==> config.mk <==
export PLATFORM = sky130hd
export DESIGN_NAME = tone_gen
export DESIGN_NICKNAME = d
export VERILOG_FILES = /design/src/rtl/tone_gen_pkg.sv /design/src/rtl/tone_quarter_rom.sv /design/src/rtl/tone_gen.sv
export SDC_FILE = /design/constraint.sdc
export NUM_CORES = 1
export LEC_CHECK = 0
export CAP_MARGIN = 10
export CORE_ASPECT_RATIO = 1.4
export CORE_UTILIZATION = 63
export DETAILED_ROUTE_END_ITERATION = 7
export PLACE_DENSITY = 0.86
export SLEW_MARGIN = 20
export SYNTH_ARGS = -nofsm -noshare
export SYNTH_HDL_FRONTEND = slang
export SYNTH_HIERARCHICAL = 1
export SYNTH_SLANG_ARGS = --single-unit
==> constraint.sdc <==
create_clock -name clk_144 -period 4.85 [get_ports clk_144]
set_clock_uncertainty 0.1 [all_clocks]
set_input_delay 0.97 -clock clk_144 [delete_from_list [all_inputs] [get_ports clk_144]]
set_output_delay 0.97 -clock clk_144 [all_outputs]
set_load 0.02 [all_outputs]
==> src/rtl/tone_gen_pkg.sv <==
// tone_gen_pkg: shared constants, types and the quarter-wave sine table
// for the tone_gen DDS sine source.
package tone_gen_pkg;

  localparam int DEF_PHASE_W = 16;
  localparam int DEF_CLK_DIV = 3;
  localparam int LUT_AW      = 6;
  localparam int LUT_N       = (1 << LUT_AW) + 1;
  localparam int MAG_W       = 15;

  typedef logic signed [15:0] sample_t;

  typedef enum logic [1:0] {
    QUAD0 = 2'd0,
    QUAD1 = 2'd1,
    QUAD2 = 2'd2,
    QUAD3 = 2'd3
  } quadrant_e;

  // Entry k = round(32767 * sin(k * pi / 128)), k = 0..64.
  localparam logic [MAG_W-1:0] QUARTER_ROM [0:LUT_N-1] = '{
    15'd0,     15'd804,   15'd1608,  15'd2410,  15'd3212,
    15'd4011,  15'd4808,  15'd5602,  15'd6393,  15'd7179,
    15'd7962,  15'd8739,  15'd9512,  15'd10278, 15'd11039,
    15'd11793, 15'd12539, 15'd13279, 15'd14010, 15'd14732,
    15'd15446, 15'd16151, 15'd16846, 15'd17530, 15'd18204,
    15'd18868, 15'd19519, 15'd20159, 15'd20787, 15'd21403,
    15'd22005, 15'd22594, 15'd23170, 15'd23731, 15'd24279,
    15'd24811, 15'd25329, 15'd25832, 15'd26319, 15'd26790,
    15'd27245, 15'd27683, 15'd28105, 15'd28510, 15'd28898,
    15'd29268, 15'd29621, 15'd29956, 15'd30273, 15'd30571,
    15'd30852, 15'd31113, 15'd31356, 15'd31580, 15'd31785,
    15'd31971, 15'd32137, 15'd32285, 15'd32412, 15'd32521,
    15'd32609, 15'd32678, 15'd32728, 15'd32757, 15'd32767
  };

  // Quadrants 1 and 3 read the table backwards.
  function automatic logic is_mirrored(input quadrant_e q);
    return (q == QUAD1) || (q == QUAD3);
  endfunction

  // Quadrants 2 and 3 are the negative half-cycle.
  function automatic logic is_negative(input quadrant_e q);
    return (q == QUAD2) || (q == QUAD3);
  endfunction

endpackage

==> src/rtl/tone_quarter_rom.sv <==
// tone_quarter_rom: registered quarter-wave sine magnitude lookup.
// Magnitude for addr_i appears on mag_o one clock later.
module tone_quarter_rom
  import tone_gen_pkg::*;
(
  input  logic             clk_i,
  input  logic             rst_i,
  input  logic [LUT_AW:0]  addr_i,
  output logic [MAG_W-1:0] mag_o
);

  logic [MAG_W-1:0] mag_q;

  // Registered table read; addresses above 2^LUT_AW are never generated.
  always_ff @(posedge clk_i) begin
    if (rst_i) mag_q <= '0;
    else       mag_q <= QUARTER_ROM[addr_i];
  end

  assign mag_o = mag_q;

endmodule

==> src/rtl/tone_gen.sv <==
// tone_gen: DDS sine test-tone source, one signed 16-bit sample every
// CLK_DIV clocks. Optional build macro TONE_GEN_GAIN_EN enables the
// arithmetic attenuation shift by gain; without it gain is ignored.
// sample_valid is a one-cycle strobe marking each new toneOut value;
// there is no backpressure, the consumer must take every sample.
module tone_gen
  import tone_gen_pkg::*;
#(
  parameter int PHASE_W = DEF_PHASE_W,
  parameter int CLK_DIV = DEF_CLK_DIV
) (
  input  logic               clk_144,
  input  logic               reset,
  input  logic               enable,
  input  logic               sync,
  input  logic [PHASE_W-1:0] freq_word,
  input  logic [2:0]         gain,
  output sample_t            toneOut,
  output logic               sample_valid
);

  localparam int CNT_W = (CLK_DIV > 1) ? $clog2(CLK_DIV) : 1;
  localparam logic [LUT_AW:0] ROM_TOP = (LUT_AW + 1)'(1 << LUT_AW);

  logic [CNT_W-1:0]   div_cnt_q, div_cnt_d;
  logic               tick;
  logic [PHASE_W-1:0] phase_q, phase_d;
  quadrant_e          quad;
  logic [LUT_AW-1:0]  idx;
  logic [LUT_AW:0]    rom_addr;
  logic [MAG_W-1:0]   rom_mag;
  logic               neg_q, mute_q, vld1_q;
  sample_t            mag_s, sample_c;
  sample_t            tone_q, tone_d;
  logic               valid_q;

  assign tick = (div_cnt_q == CNT_W'(CLK_DIV - 1));
  assign quad = quadrant_e'(phase_q[PHASE_W-1 -: 2]);
  assign idx  = phase_q[PHASE_W-3 -: LUT_AW];

  // Sample-rate divider and phase accumulator next state.
  always_comb begin
    div_cnt_d = tick ? '0 : div_cnt_q + CNT_W'(1);
    phase_d   = phase_q;
    if (tick) begin
      if (sync)        phase_d = '0;
      else if (enable) phase_d = phase_q + freq_word;
    end
  end

  // Divider and phase registers.
  always_ff @(posedge clk_144) begin
    if (reset) begin
      div_cnt_q <= '0;
      phase_q   <= '0;
    end else begin
      div_cnt_q <= div_cnt_d;
      phase_q   <= phase_d;
    end
  end

  // Fold the quadrant onto the quarter-wave table address.
  always_comb begin
    rom_addr = {1'b0, idx};
    if (is_mirrored(quad)) rom_addr = ROM_TOP - {1'b0, idx};
  end

  tone_quarter_rom u_rom (
    .clk_i  (clk_144),
    .rst_i  (reset),
    .addr_i (rom_addr),
    .mag_o  (rom_mag)
  );

  // Stage 1: sign, mute and valid travel alongside the registered ROM read.
  always_ff @(posedge clk_144) begin
    if (reset) begin
      neg_q  <= 1'b0;
      mute_q <= 1'b0;
      vld1_q <= 1'b0;
    end else begin
      neg_q  <= is_negative(quad);
      mute_q <= ~enable;
      vld1_q <= tick;
    end
  end

  // Stage 2 next value: apply sign, mute and optional attenuation.
  always_comb begin
    mag_s    = sample_t'({1'b0, rom_mag});
    sample_c = '0;
    if (!mute_q) sample_c = neg_q ? -mag_s : mag_s;
    tone_d = tone_q;
    if (vld1_q) begin
`ifdef TONE_GEN_GAIN_EN
      tone_d = sample_c >>> gain;
`else
      tone_d = sample_c;
`endif
    end
  end

`ifndef TONE_GEN_GAIN_EN
  logic unused_gain;
  assign unused_gain = ^gain;
`endif

  // Stage 2: output sample register and its one-cycle strobe.
  always_ff @(posedge clk_144) begin
    if (reset) begin
      tone_q  <= '0;
      valid_q <= 1'b0;
    end else begin
      tone_q  <= tone_d;
      valid_q <= vld1_q;
    end
  end

  assign toneOut      = tone_q;
  assign sample_valid = valid_q;

endmodule

* After elaboration in Yosys (flattened, before gate mapping)
Memory sizes are Yosys's and may differ from the RTL's. A register that Yosys moved wholly into a read port is not among the register bits.
Index checks and enable logic that the tools add are counted.
** Storage, ports and cells
- Flip-flop bits (word level) :: 38
- Bits in read-only memories :: 1920
- Bits of input ports :: 23
- Output and inout port bits :: 17
- Logic and storage cells :: 28
- Memories kept :: 1
** Memories
- (name not given) :: words 128, bits a word 15, rd ports 1, clocked after Yosys merged registers in 1, write ports 0, RTL line tone_quarter_rom.sv:17 : else mag_q <= QUARTER_ROM[addr_i];
** Operators by class
- Add/subtract/negate cells :: 4
- Eq/ne operators :: 4
- Muxes and demuxes :: 5
- Bitwise logic cells :: 2
- Reductions and logical operators :: 5
** Operator list (count)
- $mux W16 :: 4
- $add A16 B16 Y16 :: 1
- $neg A15 Y16 :: 1
- $not A7 Y8 :: 1
- $mux W7 :: 1
- $sub A7 B6 Y7 const A :: 1
- $eq A2 B2 Y1 const B :: 3
- $add A2 B1 Y2 const B :: 1
- $eq A2 B1 Y1 const B :: 1
- $logic_or A1 B1 Y1 :: 2
- $reduce_and A2 Y1 :: 1
- $reduce_bool A2 Y1 :: 1
- $reduce_or A2 Y1 :: 1
- $not A1 Y1 :: 1

* Logic depth before layout (Yosys ltp)
Gate-level depths: netlist of run 1.
- Word-level depth :: 4
- Depth in mapped cells :: 13
- Depth with buffers taken out :: 11

* Hierarchy
Netlist of run 1, hierarchy kept.
** Modules (own cells, without submodules)
- tone_gen :: instances 1, cells each 272, area an instance 2307.2 µm², sequential area each 760.7 µm²
- tone_quarter_rom :: instances 1, cells each 246, area an instance 1749.2 µm², sequential area each 300.3 µm²

* Worst setup path after synthesis of run 1
OpenSTA, ideal clock, no wires.
- Path kind :: input to register
- From :: in freq_word[0]
- To :: reg phase_q[14]
- Library setup time :: 117 ps
- Data arrival time :: 2888 ps
- Required time :: 4633 ps
- Path slack :: 1745 ps
- Cell stages on the path :: 9
- Buffers on the path :: 0
- Cell sequence :: ha_1 > fa_1 > a211oi_1 > nor2_1 > o31ai_1 > o221a_2 > o21ai_0 > xor2_1 > a22o_1
** Between the ends
- Longest elaborated chain between the ends :: 3
** Ends and longest elaborated chain
- from (decl) :: RTL line tone_gen.sv:16 : input logic [PHASE_W-1:0] freq_word,
- $add A16 B16 Y16 :: RTL line tone_gen.sv:47 : else if (enable) phase_d = phase_q + freq_word;
- $mux W16 :: RTL line tone_gen.sv:47
- $mux W16 :: RTL line tone_gen.sv:46 : if (sync) phase_d = '0;
- to (signal assigned) :: RTL line tone_gen.sv:58 : phase_q <= phase_d;
- to (decl) :: RTL line tone_gen.sv:27 : logic [PHASE_W-1:0] phase_q, phase_d;
Every way passes these cells. The select of a mux whose other input is x is not followed.
A chain may end at the register's enable or synchronous reset.

* Worst setup path in the final report of run 1
Same ends and word-level chain as after synthesis.

==> flow_metrics.env, run 1 <==
export IMPL_timing_fmax_ghz=0.2856
export IMPL_antenna_left=0
export IMPL_place_hpwl_um=7132
export IMPL_period_share=0.7219
export IMPL_cts_tree="done"
export IMPL_grt_pass1_vias=3583
export IMPL_core_area_um2=6211
export IMPL_power_frac_comb=0.232
export IMPL_io_pins=40
export IMPL_drc=0
export IMPL_syn_area_um2=4056
export IMPL_die_x_um=69.82
export IMPL_cts_max_level=2
export IMPL_final_max_slew_viol_count=0
export IMPL_synth_seq_area_share=0.2616
export IMPL_synth_fa_ha_area_frac=0.1036
export IMPL_fp_dieH_um=96.94
export IMPL_p_seq_frac=0.470
export IMPL_tns_ps=0
export IMPL_switching_share=0.2949
export IMPL_synth_main_ff_cell="dfxtp_1"
export IMPL_slowest_stage="fa_1"
export IMPL_ys_warn_count=6
export IMPL_diodes=0
export IMPL_critPathArrivalTime_ps=3600
export IMPL_power_leakage_nw=1.737
export IMPL_timing_slew_headroom=0.4073
export IMPL_synth_area_leaders="dfxtp_1, ha_1, a21oi_1"
export IMPL_clock_root_buffer="clkbuf_8"
export IMPL_worstSetupPathType="input pin to flip-flop"
export IMPL_cp_slowest_stage_delay_ps=440
export IMPL_dr_pass1_iters=6
export IMPL_required_ps=4950
export IMPL_hold_class="flip-flop to flip-flop"
export IMPL_synth_compound_area_frac=0.2943
export IMPL_synth_cell_types=67
export IMPL_yosys_area_share_simple=0.2011
export IMPL_cp_end_kind="flip-flop"
export IMPL_initial_core_util=0.6531
export IMPL_switchingPower_uw=294.3
export IMPL_pwr_share_clk=0.298
export IMPL_outcome="completed"
export IMPL_synthMuxAreaShare=0.01388
export IMPL_cts_made_buffers=5
export IMPL_syn_area_per_cell_um2=7.831
export IMPL_grt_usage=0.2994
export IMPL_synth_edff_count=0
export IMPL_finalHoldViolCount=0
export IMPL_wl_per_cell_um=16.37
export IMPL_area_growth_pct=11.57
export IMPL_internal_power_uw=703.5
export IMPL_nFillCells=502
export IMPL_worstSkewPairLatency_ps=300
export IMPL_total_power_uw=997.8
export IMPL_period_minus_slack_ps=3501
export IMPL_async_reset_ff_frac=0
export IMPL_layout_drive_gt1_share=0.06355
export IMPL_grt_pass1_wl_um=16930
export IMPL_vias=3950
export IMPL_max_vdd_ir_drop_v=0.0001326
export IMPL_crit_fanout=3
export IMPL_path_cells="clkdlybuf4s50_1 -> ha_1 -> fa_1 -> a211oi_1 -> nor2_1 -> o31ai_1 -> o221a_2 -> o21ai_0 -> xor2_1 -> a22o_1"
export IMPL_rows=34
export IMPL_yosys_area_top_type="dfxtp_1"
export IMPL_tightest_slew_ps=884.7
export IMPL_seq_area_um2=1061
export IMPL_fin_nets=590
export IMPL_path_clk_slew_ps=90
export IMPL_vias_per_cell=6.507
export IMPL_cts_sinks=53
export IMPL_gr_total_overflow=0
export IMPL_synth_top_area_frac=0.2616
export IMPL_multi_input_area_um2=2771
export IMPL_ctsResizeCount=0
export IMPL_die_area_um2=6768
export IMPL_yosys_register_bits=53
export IMPL_drt_iter0_markers=307
export IMPL_antenna_found_initial=0
export IMPL_grt_max_degree=53
export IMPL_synth_top_family_by_area="compound AO/OA/AOI/OAI gates"
export IMPL_clockBufferDepth=2
export IMPL_cp_start_kind="input pin"
export IMPL_cts_setup_buffers=0
export IMPL_final_core_util=0.7286
export IMPL_ctsHoldBuffers=0
export IMPL_gp_congestion=1.006
export IMPL_synth_cells=518
export IMPL_port_buffers=36
export IMPL_rsz0062_at_grt="false"
export IMPL_synth_net_count=574
export IMPL_synth_xor_area_frac=0.06477
export IMPL_p_per_area_nw_per_um2=220.5
export IMPL_wirelength_um=9935
export IMPL_final_setup_viol_count=0
export IMPL_max_cap_violations=0
## synth_stat cells, types with 10 or more instances
master    number
inv_1         14
a22o_1        10
o21ai_0       35
clkbuf_1      11
dfxtp_1       53
buf_2         20
xor2_1        15
nor2b_1       13
nand2b_1      11
nor2_1        43
nand2_1       43
nor3_1        20
a22oi_1       10
a21oi_1       38
a211oi_1      18
ha_1          32
nand3_1       12
xnor2_1       15
## layer usage
layer,vias to the layer above,track usage,part of all wire
met3,26,0.02917,0.057
li1,1934,-,-
met1,1820,0.3801,0.42
met5,-,0,0
met2,170,0.5281,0.50
met4,0,0.09077,0.026
## final timing paths
kind / to / slack [ps] / from / cells after the start
setup / recovery: phase_q[14] / 1350 / freq_word[0] / 10
setup reg to reg: u_rom/mag_o[0] / 1560 / phase_q[8] / 10
hold / removal: div_cnt_q[0] / 320 / div_cnt_q[0] / 1
hold reg to reg: div_cnt_q[0] / 320 / div_cnt_q[0] / 1
## worst max-delay path, delay by kind of cell
| family | cells | cell delay, ps |
|---|---|---|
| AO/OA/AOI/OAI | 5 | 1260 |
| adder cells (fa/ha/maj) | 2 | 690 |
| buffers and inverters | 1 | 410 |
| XOR/XNOR | 1 | 170 |
| AND/OR/NAND/NOR | 1 | 110 |
## kinds of logic after synthesis
kind of cell             count (synthesis)
AO/OA/AOI/OAI                          178
XOR/XNOR                                30
adder cells (fa/ha/maj)                 33
buffers and inverters                   53
flip-flops                              53
multiplexers                             3
AND/OR/NAND/NOR                        168
## stage by stage
stage / area, um^2 / cells / setup WS (ps) / hold WS (ps)
after floorplan: 4056 / 518 / 1745 / 301.3
after global placement: 4414 / 599 / 1145 / 308.9
after detailed placement: 4414 / 599 / 1109 / 314.4
after CTS: 4526 / 607 / 1422 / 327.9
after global routing: 4526 / 607 / 1214 / 358.4
final: 4526 / 607 / 1349 / 322.8
## power by group through the flow
stage	registers [mW]	logic (mW)	clock network [mW]
floorplan	0.476	0.169	0
global placement	0.478	0.219	0
detailed placement	0.479	0.226	0
CTS	0.469	0.228	0.303
finish	0.469	0.232	0.297
global route	0.472	0.256	0.323
## registers in the layout, summed over array words and instances (netlist names)
register and count:
toneOut 16, phase_q 16, vld1_q 1, neg_q 1, sample_valid 1, div_cnt_q 2
u_rom/mag_o 15, mute_q 1
## area by class of cell
type                       instances  share of cell area
timing repair buffer              45             0.09455
clock buffer                       6             0.01604
inverter                          17             0.01410
tap                               72             0.01991
clock inverter                     2            0.008571
sequential                        53              0.2344
multi-input combinational        412              0.6124
## layout by cell type, fill, tap and decap left out, types with 3 or more instances in the layout
cell and instances:
dfxtp_1 53, nand2_1 43, nor2_1 43, a21oi_1 38, clkdlybuf4s50_1 36, o21ai_0 34, ha_1 32, nor3_1 20
a211oi_1 18, xor2_1 15, inv_1 14, nor2b_1 13, xnor2_1 12, nand3_1 12, nand2b_1 11, a22oi_1 10
a22o_1 10, a31oi_1 9, buf_4 9, o21ai_1 6, a21o_1 6, o211ai_1 6, o31ai_1 5, clkbuf_8 5
or3_1 4, o32ai_1 4, nand4_1 4, xnor2_2 3, o21a_1 3, inv_2 3, o22ai_1 3, and3_1 3
a221oi_1 3, o2111ai_1 3
No activity file was read; power rests on OpenSTA's default activity.
==> run 2, diff against run 1 <==
CORE_UTILIZATION = 58   (was 63)
PLACE_DENSITY = 0.8   (was 0.86)
clock period = 3.3 ns   (was 4.85 ns; I/O delays follow)
==> flow_metrics.env, run 2 (synthesis gave the netlist of run 1 again) <==
export IMPL_hold_class="flip-flop to flip-flop"
export IMPL_cts_setup_buffers=0
export IMPL_max_vdd_ir_drop_v=0.0002639
export IMPL_cts_made_buffers=5
export IMPL_power_leakage_nw=1.811
export IMPL_clock_root_buffer="clkbuf_8"
export IMPL_period_share=0.9029
export IMPL_wirelength_um=10260
export IMPL_nFillCells=597
export IMPL_period_minus_slack_ps=2980
export IMPL_wl_per_cell_um=16.00
export IMPL_grt_pass1_wl_um=17260
export IMPL_cp_end_kind="flip-flop"
export IMPL_cts_sinks=53
export IMPL_critPathArrivalTime_ps=3080
export IMPL_slowest_stage="clkdlybuf4s50_1"
export IMPL_io_pins=40
export IMPL_fp_dieH_um=101.0
export IMPL_core_area_um2=6656
export IMPL_startpoint="freq_word[0]"
export IMPL_switchingPower_uw=439.9
export IMPL_r2r_slack_ps=350
export IMPL_area_growth_pct=15.08
export IMPL_antenna_found_initial=0
export IMPL_dr_pass1_iters=5
export IMPL_port_buffers=36
export IMPL_outcome="completed"
export IMPL_rows=35
export IMPL_place_hpwl_um=7598
export IMPL_p_per_area_nw_per_um2=317.7
export IMPL_ctsHoldBuffers=0
export IMPL_p_seq_frac=0.465
export IMPL_tightest_slew_ps=695.6
export IMPL_cts_max_level=2
export IMPL_worstSkewPairLatency_ps=300
export IMPL_drc=0
export IMPL_gp_congestion=1.007
export IMPL_seq_area_um2=1061
export IMPL_layout_commonest_cell="dfxtp_1"
export IMPL_cts_tree="done"
export IMPL_finalHoldViolCount=0
export IMPL_required_ps=3400
export IMPL_drt_iter0_markers=261
export IMPL_grt_busiest_layer="met2"
export IMPL_power_frac_comb=0.237
export IMPL_path_clk_slew_ps=100
export IMPL_dpl_cell_area_um2=4557
export IMPL_multi_input_area_um2=2771
export IMPL_cp_start_kind="input pin"
export IMPL_met3_usage=0.04000
export IMPL_path_cells="clkdlybuf4s50_1 -> ha_1 -> fa_1 -> a211oi_1 -> nor2_1 -> o31ai_1 -> buf_4 -> o221a_2 -> o21ai_0 -> xor2_1 -> a22o_1"
export IMPL_grt_usage=0.2946
export IMPL_worstSetupPathType="input pin to flip-flop"
export IMPL_grt_util_met1=0.3479
export IMPL_grt_use_met2=0.5090
export IMPL_reg2regPathDepth=10
export IMPL_final_max_slew_viol_count=0
export IMPL_vias_per_cell=6.253
export IMPL_die_area_um2=7337
export IMPL_fin_nets=604
export IMPL_initial_core_util=0.6094
export IMPL_tns_ps=0
export IMPL_clockBufferDepth=2
export IMPL_rsz0062_at_grt="false"
export IMPL_internal_power_mw=1.043
export IMPL_layout_drive_gt1_share=0.08743
export IMPL_crit_fanout=3
export IMPL_grt_pass1_vias=3836
export IMPL_vias=4008
export IMPL_final_setup_viol_count=0
export IMPL_antenna_left=0
export IMPL_die_x_um=72.68
export IMPL_reg2reg_to="u_rom/mag_o[1]"
export IMPL_max_cap_violations=0
export IMPL_timing_fmax_ghz=0.3356
export IMPL_final_cell_mix="dfxtp_1, nand2_1, nor2_1"
export IMPL_cp_slowest_stage_delay_ps=400
export IMPL_switching_share=0.2967
export IMPL_crit_end="phase_q[14]"
export IMPL_gr_total_overflow=0
export IMPL_ctsResizeCount=0
export IMPL_pwr_share_clk=0.298
export IMPL_grt_max_degree=57
export IMPL_timing_slew_headroom=0.5330
export IMPL_rr_startpoint="phase_q[9]"
export IMPL_diodes=0
export IMPL_final_cell_area_um2=4668
## run 2: cell types whose count changed in the layout (fill, tap and decap cells not counted)
cell and change:
buf_4 +13, buf_12 +1
## run 2: power groups by stage
stage	Clock, mW	Combinational (mW)	Sequential, mW
2_1_floorplan	0	0.248	0.699
3_3_place_gp	0	0.334	0.703
3_5_place_dp	0	0.345	0.705
4_1_cts	0.449	0.347	0.690
5_1_grt	0.471	0.389	0.693
6_report	0.442	0.351	0.690
## run 2: stage by stage
stage | power (mW) | hold WS, ps | cells | util | worst slack [ps]
final | 1.483 | 324.9 | 641 | 0.7013 | 320.5
after global routing | 1.553 | 346.9 | 641 | 0.7013 | 91.87
after CTS | 1.486 | 330.2 | 641 | 0.7013 | 330.6
after detailed placement | 1.049 | 316.0 | 633 | 0.6846 | 22.29
after global placement | 1.037 | 308.6 | 633 | 0.6846 | 74.75
after floorplan | 0.9472 | 301.3 | 518 | - | 361.9
## run 2: metal layers
| layer | vias up | share of wire |
|---|---|---|
| li1 | 1957 | - |
| met1 | 1837 | 0.41 |
| met2 | 167 | 0.49 |
| met3 | 47 | 0.062 |
| met4 | 0 | 0.034 |
| met5 | - | 0 |
## run 2: final cells by class
| class | instances | area share |
|---|---|---|
| clock buffers | 6 | 0.01555 |
| inverters | 17 | 0.01367 |
| multi-input cells | 412 | 0.5937 |
| repair buffers | 59 | 0.1169 |
| flip-flops and latches | 53 | 0.2273 |
| well taps | 92 | 0.02466 |
| clock inverters | 2 | 0.008309 |
## run 2: critical path: cells and delay by family
family	cells	cell delay, ps
buffers and inverters	2	570
and+or+nand+nor	1	100
xor gates and xnor gates	1	160
AOI/OAI and AO/OA	5	970
adders and majority gates	2	620
## run 2: worst min-delay path by stage
| stage | startpoint | endpoint | slack, ps | depth (start not counted) |
|---|---|---|---|---|
| floorplan | div_cnt_q[0] | div_cnt_q[0] | 300 | 1 |
| global placement | div_cnt_q[0] | div_cnt_q[0] | 310 | 1 |
| detailed placement | div_cnt_q[0] | div_cnt_q[0] | 320 | 1 |
| CTS | div_cnt_q[0] | div_cnt_q[0] | 330 | 1 |
| global route | div_cnt_q[0] | div_cnt_q[0] | 350 | 1 |
| finish | div_cnt_q[0] | div_cnt_q[0] | 320 | 1 |
==> run 3, diff against run 2 <==
--- a/config.mk
+++ b/config.mk
@@ -6,5 +6,4 @@
 export NUM_CORES = 1
 export LEC_CHECK = 0
-export CAP_MARGIN = 10
 export CORE_ASPECT_RATIO = 1.4
 export CORE_UTILIZATION = 58
--- a/constraint.sdc
+++ b/constraint.sdc
@@ -3,3 +3,3 @@
 set_input_delay 0.66 -clock clk_144 [delete_from_list [all_inputs] [get_ports clk_144]]
 set_output_delay 0.66 -clock clk_144 [all_outputs]
-set_load 0.02 [all_outputs]
+set_load 0.1 [all_outputs]
==> flow_metrics.env, run 3 (synthesis gave the netlist of run 1 again) <==
export IMPL_period_share=0.9031
export IMPL_wl_per_cell_um=16.30
export IMPL_die_x_um=72.68
export IMPL_drc=0
export IMPL_diodes=0
export IMPL_pre_cts_ws_ps=3.432
export IMPL_cts_max_level=2
export IMPL_cp_start_kind="input pin"
export IMPL_rsz0062_at_grt="false"
export IMPL_rows=35
export IMPL_critPathArrivalTime_ps=3090
export IMPL_max_vdd_ir_drop_v=0.0002214
export IMPL_cts_sinks=53
export IMPL_period_minus_slack_ps=2980
export IMPL_worstSetupPathType="input pin to flip-flop"
export IMPL_hold_class="flip-flop to flip-flop"
export IMPL_cts_setup_buffers=0
export IMPL_antenna_left=0
export IMPL_io_pins=40
export IMPL_tns_ps=0
export IMPL_finalHoldViolCount=0
export IMPL_switchingPower_uw=450.3
export IMPL_die_area_um2=7337
export IMPL_nFillCells=608
export IMPL_cts_made_buffers=5
export IMPL_max_cap_violations=0
export IMPL_core_area_um2=6656
export IMPL_gp_congestion=0.9626
export IMPL_cp_end_kind="flip-flop"
export IMPL_clockBufferDepth=2
export IMPL_gr_total_overflow=0
export IMPL_vias=3952
export IMPL_fin_nets=605
export IMPL_p_per_area_nw_per_um2=306.3
export IMPL_switching_share=0.3181
export IMPL_p_seq_frac=0.487
export IMPL_dp_cells=634
export IMPL_grt_max_degree=60
export IMPL_pwr_share_clk=0.259
export IMPL_place_hpwl_um=7877
export IMPL_timing_fmax_ghz=0.3356
export IMPL_power_frac_comb=0.254
export IMPL_final_setup_viol_count=0
export IMPL_outcome="completed"
export IMPL_port_buffers=36
export IMPL_required_ps=3410
export IMPL_dr_pass1_iters=5
export IMPL_wirelength_um=10470
export IMPL_tightest_slew_ps=975.2
export IMPL_layout_drive_gt1_share=0.1200
export IMPL_drt_iter0_markers=177
export IMPL_seq_area_um2=1061
export IMPL_worstSkewPairLatency_ps=300
export IMPL_antenna_found_initial=0
export IMPL_crit_fanout=3
export IMPL_grt_usage=0.2988
export IMPL_grt_pass1_wl_um=17430
export IMPL_cts_tree="done"
export IMPL_initial_core_util=0.6094
export IMPL_vias_per_cell=6.156
export IMPL_clock_root_buffer="clkbuf_8"
export IMPL_area_growth_pct=13.94
export IMPL_path_clk_slew_ps=100
export IMPL_ctsResizeCount=0
export IMPL_ctsHoldBuffers=0
export IMPL_multi_input_area_um2=2771
export IMPL_setup_slack_ps=319.8
export IMPL_power_leakage_nw=1.834
export IMPL_fin_cells=642
export IMPL_internal_power_uw=965.3
export IMPL_grt_pass1_vias=3706
export IMPL_timing_slew_headroom=0.3452
export IMPL_final_max_slew_viol_count=0
export IMPL_final_cell_mix="dfxtp_1, nand2_1, nor2_1"
export IMPL_layout_commonest_cell="dfxtp_1"
export IMPL_fp_dieH_um=101.0
## run 3: worst paths after layout
kind                start             end  slack (ps)  cells after the start
min reg2reg  div_cnt_q[0]    div_cnt_q[0]         330                      1
min          div_cnt_q[0]    div_cnt_q[0]         330                      1
max          freq_word[0]     phase_q[14]         320                     11
max reg2reg    phase_q[9]  u_rom/mag_o[1]         350                     10
## run 3: final cells by class
cell class | count | area share
Multi-Input combinational cell | 412 | 0.5996
Sequential cell | 53 | 0.2296
Timing Repair Buffer | 60 | 0.1132
Tap cell | 92 | 0.02491
Clock buffer | 6 | 0.01570
Inverter | 17 | 0.01381
Clock inverter | 2 | 0.003249
## run 3: routing by layer
layer / vias to the layer above / routed length (um) / track usage
li1: 1961 / - / -
met1: 1829 / 4487 / 0.3657
met2: 144 / 5308 / 0.5464
met3: 18 / 510 / 0.03600
met4: 0 / 160 / 0.07240
met5: - / 0 / 0
## run 3: critical path, stage by stage
cell and delay [ps]:
clkdlybuf4s50_1 400, ha_1 220, fa_1 390, a211oi_1 250, nor2_1 110, o31ai_1 210
buf_4 170, o221a_2 220, o21ai_0 100, xor2_1 160, a22o_1 180
## run 3: power groups by stage
stage | Combinational [mW] | Sequential (mW) | Clock, mW
floorplan | 0.248 | 0.709 | 0
global placement | 0.347 | 0.703 | 0
detailed placement | 0.355 | 0.705 | 0
CTS | 0.357 | 0.690 | 0.375
global route | 0.398 | 0.694 | 0.398
finish | 0.359 | 0.690 | 0.366
## run 3: per-stage QoR
step	hold WS, ps	power, mW	util	cell area (um^2)
2_1_floorplan	301.3	0.9567	-	4056
3_3_place_gp	310.4	1.050	0.6812	4534
3_5_place_dp	314.4	1.060	0.6812	4534
4_1_cts	329.0	1.422	0.6944	4622
5_1_grt	358.1	1.489	0.6944	4622
6_report	325.6	1.416	0.6944	4622
